File: src/rtl/mdu_pkg.sv
`default_nettype none
// ============================================================================
//  Module   : mdu_pkg
//  Brief    : Unit indices, default latencies and unit-index width helper
//  Revision : 1.0
// ============================================================================
package mdu_pkg;

   localparam int UNIT_MUL      = 0;
   localparam int UNIT_DIV      = 1;
   localparam int DEF_FIXED_LAT = 4;
   localparam int DEF_MAX_LAT   = 40;

   // A single unit still needs a one-bit index.
   function automatic int unit_w(input int n);
      return (n <= 2) ? 1 : $clog2(n);
   endfunction

endpackage
`default_nettype wire

File: src/rtl/mdu_age_counter.sv
`default_nettype none
// ============================================================================
//  Module   : mdu_age_counter
//  Brief    : Saturating age of the outstanding op with latency/watchdog taps
//  Revision : 1.0
// ============================================================================
module mdu_age_counter #(
   parameter int FIXED_LAT = 4,
   parameter int MAX_LAT   = 40
) (
   input  logic clk,
   input  logic resetn,
   input  logic clear,
   input  logic enable,
   output logic at_fixed,
   output logic at_max
);

   localparam int AW = $clog2(MAX_LAT + 1);

   logic [AW-1:0] age_q;
   logic [AW-1:0] age_d;

   always_comb begin
      age_d = age_q;
      if (clear) begin
         age_d = '0;
      end else if (enable && (age_q != AW'(MAX_LAT))) begin
         age_d = age_q + AW'(1);
      end
   end

   always_ff @(posedge clk or negedge resetn) begin
      if (!resetn) begin
         age_q <= '0;
      end else begin
         age_q <= age_d;
      end
   end

   assign at_fixed = (age_q == AW'(FIXED_LAT - 1));
   assign at_max   = (age_q == AW'(MAX_LAT));

endmodule
`default_nettype wire

File: src/rtl/mdu_scoreboard.sv
`default_nettype none
// ============================================================================
//  Module   : mdu_scoreboard
//  Brief    : Tracks the single outstanding HI/LO-producing op, stalls decode
//  Revision : 1.0
// ============================================================================
module mdu_scoreboard
   import mdu_pkg::*;
#(
   parameter int                        NUM_UNITS  = 2,
   parameter logic [NUM_UNITS-1:0]      FIXED_MASK = 2'b01,
   parameter int                        FIXED_LAT  = DEF_FIXED_LAT,
   parameter int                        MAX_LAT    = DEF_MAX_LAT
) (
   input  logic                         clk,
   input  logic                         resetn,
   input  logic                         issue_valid,
   input  logic [unit_w(NUM_UNITS)-1:0] issue_unit,
   input  logic                         hilo_access,
   input  logic [NUM_UNITS-1:0]         complete,
   input  logic                         flush,
   output logic                         stall,
   output logic                         issue_accept,
   output logic [NUM_UNITS-1:0]         busy,
   output logic                         hilo_we,
   output logic [unit_w(NUM_UNITS)-1:0] hilo_sel,
   output logic [NUM_UNITS-1:0]         abort,
   output logic                         timeout_err
);

   localparam int UW = unit_w(NUM_UNITS);

   logic [NUM_UNITS-1:0] busy_q,    busy_d;
   logic [UW-1:0]        sel_q,     sel_d;
   logic                 timeout_q, timeout_d;

   logic any_busy;
   logic cur_fixed;
   logic done_now;
   logic watchdog;
   logic kill;
   logic unit_ok;
   logic at_fixed;
   logic at_max;

   // While busy, sel_q always names the busy unit, so it doubles as its index.
   assign any_busy  = |busy_q;
   assign cur_fixed = FIXED_MASK[sel_q];
   assign done_now  = any_busy & (cur_fixed ? at_fixed : complete[sel_q]);
   assign watchdog  = any_busy & ~cur_fixed & at_max & ~complete[sel_q];
   assign kill      = any_busy & ~done_now & (flush | watchdog);
   assign unit_ok   = (32'(issue_unit) < NUM_UNITS);

   assign stall        = ~flush & ((hilo_access & any_busy) |
                                   (issue_valid & any_busy & ~done_now));
   assign issue_accept = issue_valid & ~flush & ~stall & unit_ok;
   assign hilo_we      = done_now;
   assign abort        = busy_q & {NUM_UNITS{kill}};

   always_comb begin
      busy_d    = busy_q;
      sel_d     = sel_q;
      timeout_d = timeout_q | watchdog;
      if (issue_accept) begin
         busy_d = NUM_UNITS'(1) << issue_unit;
         sel_d  = issue_unit;
      end else if (done_now || kill) begin
         busy_d = '0;
      end
   end

   always_ff @(posedge clk or negedge resetn) begin
      if (!resetn) begin
         busy_q    <= '0;
         sel_q     <= '0;
         timeout_q <= 1'b0;
      end else begin
         busy_q    <= busy_d;
         sel_q     <= sel_d;
         timeout_q <= timeout_d;
      end
   end

   mdu_age_counter #(
      .FIXED_LAT (FIXED_LAT),
      .MAX_LAT   (MAX_LAT)
   ) u_age (
      .clk      (clk),
      .resetn   (resetn),
      .clear    (issue_accept),
      .enable   (any_busy & ~done_now),
      .at_fixed (at_fixed),
      .at_max   (at_max)
   );

   assign busy        = busy_q;
   assign hilo_sel    = sel_q;
   assign timeout_err = timeout_q;

endmodule
`default_nettype wire

File: config.mk
export PLATFORM = sky130hd
export DESIGN_NAME = mdu_scoreboard
export DESIGN_NICKNAME = d
export VERILOG_FILES = /design/src/rtl/mdu_pkg.sv /design/src/rtl/mdu_age_counter.sv /design/src/rtl/mdu_scoreboard.sv
export SDC_FILE = /design/constraint.sdc
export NUM_CORES = 1
export LEC_CHECK = 0
export CORE_MARGIN = 4
export CORE_UTILIZATION = 44
export CTS_BUF_LIST = sky130_fd_sc_hd__clkbuf_2
export CTS_CLUSTER_DIAMETER = 120
export DETAILED_ROUTE_END_ITERATION = 6
export PLACE_DENSITY_LB_ADDON = 0.2
export SLEW_MARGIN = 10
export SYNTH_ARGS = -nofsm -noshare
export SYNTH_HDL_FRONTEND = slang
export SYNTH_HIERARCHICAL = 1
export SYNTH_SLANG_ARGS = --single-unit
File: constraint.sdc
create_clock -name clk -period 2.7 [get_ports clk]
set_clock_uncertainty 0.2 [all_clocks]
set_input_delay 0.675 -clock clk [delete_from_list [all_inputs] [get_ports clk]]
set_output_delay 0.675 -clock clk [all_outputs]
set_load 0.005 [all_outputs]
==> flow_summary.toml <==
[status]
outcome = "finished, violations left"
violations = "setup timing"

[synth]
avgSynthCellArea_um2 = 9.52
yosys.cell_types.count = 34
async_flop_share_pct = 100
ys.flop_type = "dfrtp_1"
synth-seq-cells = 10
synth_nets = 79
synth-edff-count = 0
ys_warn_count = 6
syn_inst = 69
yosysTopAreaCellShare_pct = 38.1
ys_seq_area_share_pct = 38.1
yosys.area.top_type = "dfrtp_1"
ys_top_cells_by_area = "dfrtp_1, nor2b_1, ha_1, nor2_1, nor3b_4"
syn-cell-area_um2 = 657

[floorplan]
row_count = 13
ios = 17
core-area_um2 = 1350
start_util_pct = 48.7
die-width_um = 46.6
die_h_um = 46.6
dieArea_um2 = 2180

[placement]
dp_slack_ns = -0.497
dp_hpwl_um = 1370
routabilityCongestion = 0.782
port_buffers = 15
place_inst = 118

[power_and_ir_drop]
p_leak_nw = 0.554
clkPwrFrac_pct = 9.2
p_seq_share_pct = 25.5
internal_power_w = 0.000525
p_comb_share_pct = 65.3
swShare_pct = 38.1
peakVddDrop_v = 0.000600
p_switching_w = 0.000323
powerDensity_nw_per_um2 = 738

[detailed_routing]
firstDrtPassIters = 4
remaining_drc_errors = 0
post_drt_wl_per_cell_um = 17.1
drtAntennaViolNets = 0
num_vias = 736
vias_per_cell = 5.66
drt_wl_total_um = 2220
drt-initial-drc-count = 7

[layout]
layout.cells.most_common = "buf_4"
nNetsFinal = 127
diodes = 0
final_cell_mix = "buf_4, dfrtp_1, clkdlybuf4s50_1"
nFillCells = 81
finalNonFillerCells = 130
drive_gt1_share_pct = 47.8
utilization_pct = 85.1
area_growth_pct = 74.9

[global_route]
antenna_found_initial = 0
grt_max_degree = 11
grtUsageTotal_pct = 19.6
grt-ovfl-total = 0
grt_pass1_wl_um = 2800
grt_pass1_vias = 628

[timing]
fmax_ghz = 0.357
fin_crit_sh_pct = 104
setup_viol = 3
worstMarginPinSlew_ns = 0.452
setup_ws_ns = -0.0994
relSlewSlack_pct = 69.7
fin_setup_tns_ns = -0.142
rsz0062_at_grt = "true"
whs_ns = 0.306
hold_viol_final = 0
layout_min_cycle_time_ns = 2.80
final_max_slew_viol_count = 0

[cts]
cts_num_sinks = 10
cts-root-buf = "clkbuf_2"
cts_tree = "done"
numCtsBuffers = 3
holdBufCountCts = 0
clockBufferDepth = 2
clk_pin_slew_ns = 0.09
clock_latency_ns = 0.26
h-tree-depth = 1

[worst_setup_path]
critPathTopFamily = "buffers and inverters"
arrival_ns = 1.92
slowest_delay_ns = 0.46
criticalPathCategory = "input pin to primary output"
cp_max_fo = 2
cp-start-kind = "input pin"
worstSetupEndpointType = "primary output"
cp.buffers_inverters = 3
crit_required_ns = 1.82
cpMaxStageDelayCell = "clkdlybuf4s50_1"
cpMostUsedCell = "nor2b_1"
timing.critical_path.cells = "clkdlybuf4s50_1, nor2b_1, a22oi_2, buf_4, nor2b_1, buf_2"

[hold_path]
hp-class = "register to register"

[job]
cap_viol_max_count = 0
==> power groups by stage <==
stage | combinational [W] | sequential [W] | clock (W)
final | 0.000554 | 0.000216 | 0.0000783
after floorplan | 0.000168 | 0.000224 | 0
after CTS | 0.000449 | 0.000208 | 0.0000811
after global routing | 0.000586 | 0.000218 | 0.0000882
after global placement | 0.000378 | 0.000205 | 0
after detailed placement | 0.000394 | 0.000207 | 0
==> state kept, by name, indices dropped and copies added, names as in the netlist <==
register,flops
u_age/age_q,6
busy,2
timeout_err,1
hilo_sel,1
==> cell type report <==
type | instances | area (µm²) | area share [%]
clock buffers | 3 | 15.0 | 1.31
inverters | 4 | 17.5 | 1.53
multi-input cells | 53 | 484 | 42.2
flip-flops and latches | 10 | 250 | 21.8
well taps | 15 | 18.8 | 1.63
repair buffers | 45 | 363 | 31.6
==> layer usage <==
layer  track usage [%]  wire, µm  vias up
li1                  -         -      351
met1              22.7       891      358
met2              32.4      1180       19
met3              4.69        95        8
met4              11.6        58        0
met5                 0         0        -
==> cell usage after synthesis (2+ instances only) <==
master / n
a21oi_1: 3
a22o_1: 2
clkbuf_1: 2
dfrtp_1: 10
ha_1: 2
inv_1: 4
nand2_1: 4
nand3_1: 2
nand4_1: 2
nand4b_1: 2
nor2_1: 6
nor2b_1: 5
nor3_1: 3
xor2_1: 2
==> cells by family (layout without fill, tap and decap cells) <==
| logic type | after synthesis | count (layout) | synth area share [%] |
|---|---|---|---|
| muxes | 3 | 3 | 5.52 |
| adders and majority gates | 2 | 2 | 3.81 |
| and+or+nand+nor | 34 | 34 | 32.0 |
| DFF | 10 | 10 | 38.1 |
| AOI/OAI and AO/OA | 12 | 12 | 14.5 |
| buffers and inverters | 6 | 52 | 3.43 |
| xor gates and xnor gates | 2 | 2 | 2.67 |
==> worst paths after layout <==
path	from	to	slack (ns)	cells past startpoint
max	complete[1]	abort[0]	-0.1	6
min	timeout_err$_DFF_PN0_	timeout_err$_DFF_PN0_	0.31	1
min in group asynchronous	resetn	u_age/age_q[3]$_DFFE_PN0P_	0.52	1
max reg2reg	u_age/age_q[1]$_DFFE_PN0P_	u_age/age_q[1]$_DFFE_PN0P_	0.13	12
max in group asynchronous	resetn	busy[0]$_DFFE_PN0P_	1.46	1
min reg2reg	timeout_err$_DFF_PN0_	timeout_err$_DFF_PN0_	0.31	1
==> metrics by stage <==
stage | cell area [µm²] | power (W)
3_5_place_dp | 987 | 0.000600
3_3_place_gp | 987 | 0.000583
5_1_grt | 1150 | 0.000893
4_1_cts | 1060 | 0.000738
2_1_floorplan | 668 | 0.000392
6_report | 1150 | 0.000848
==> timing repair <==
| item | CTS | global route |
|---|---|---|
| resized for setup | 29 | 16 |
| endpoints found under the setup margin | 7 | 8 |
| buffers inserted | 6 | 4 |
| gates cloned | 0 | 0 |
| pin swaps | 7 | 4 |
No activity file was read; power rests on OpenSTA's default activity.
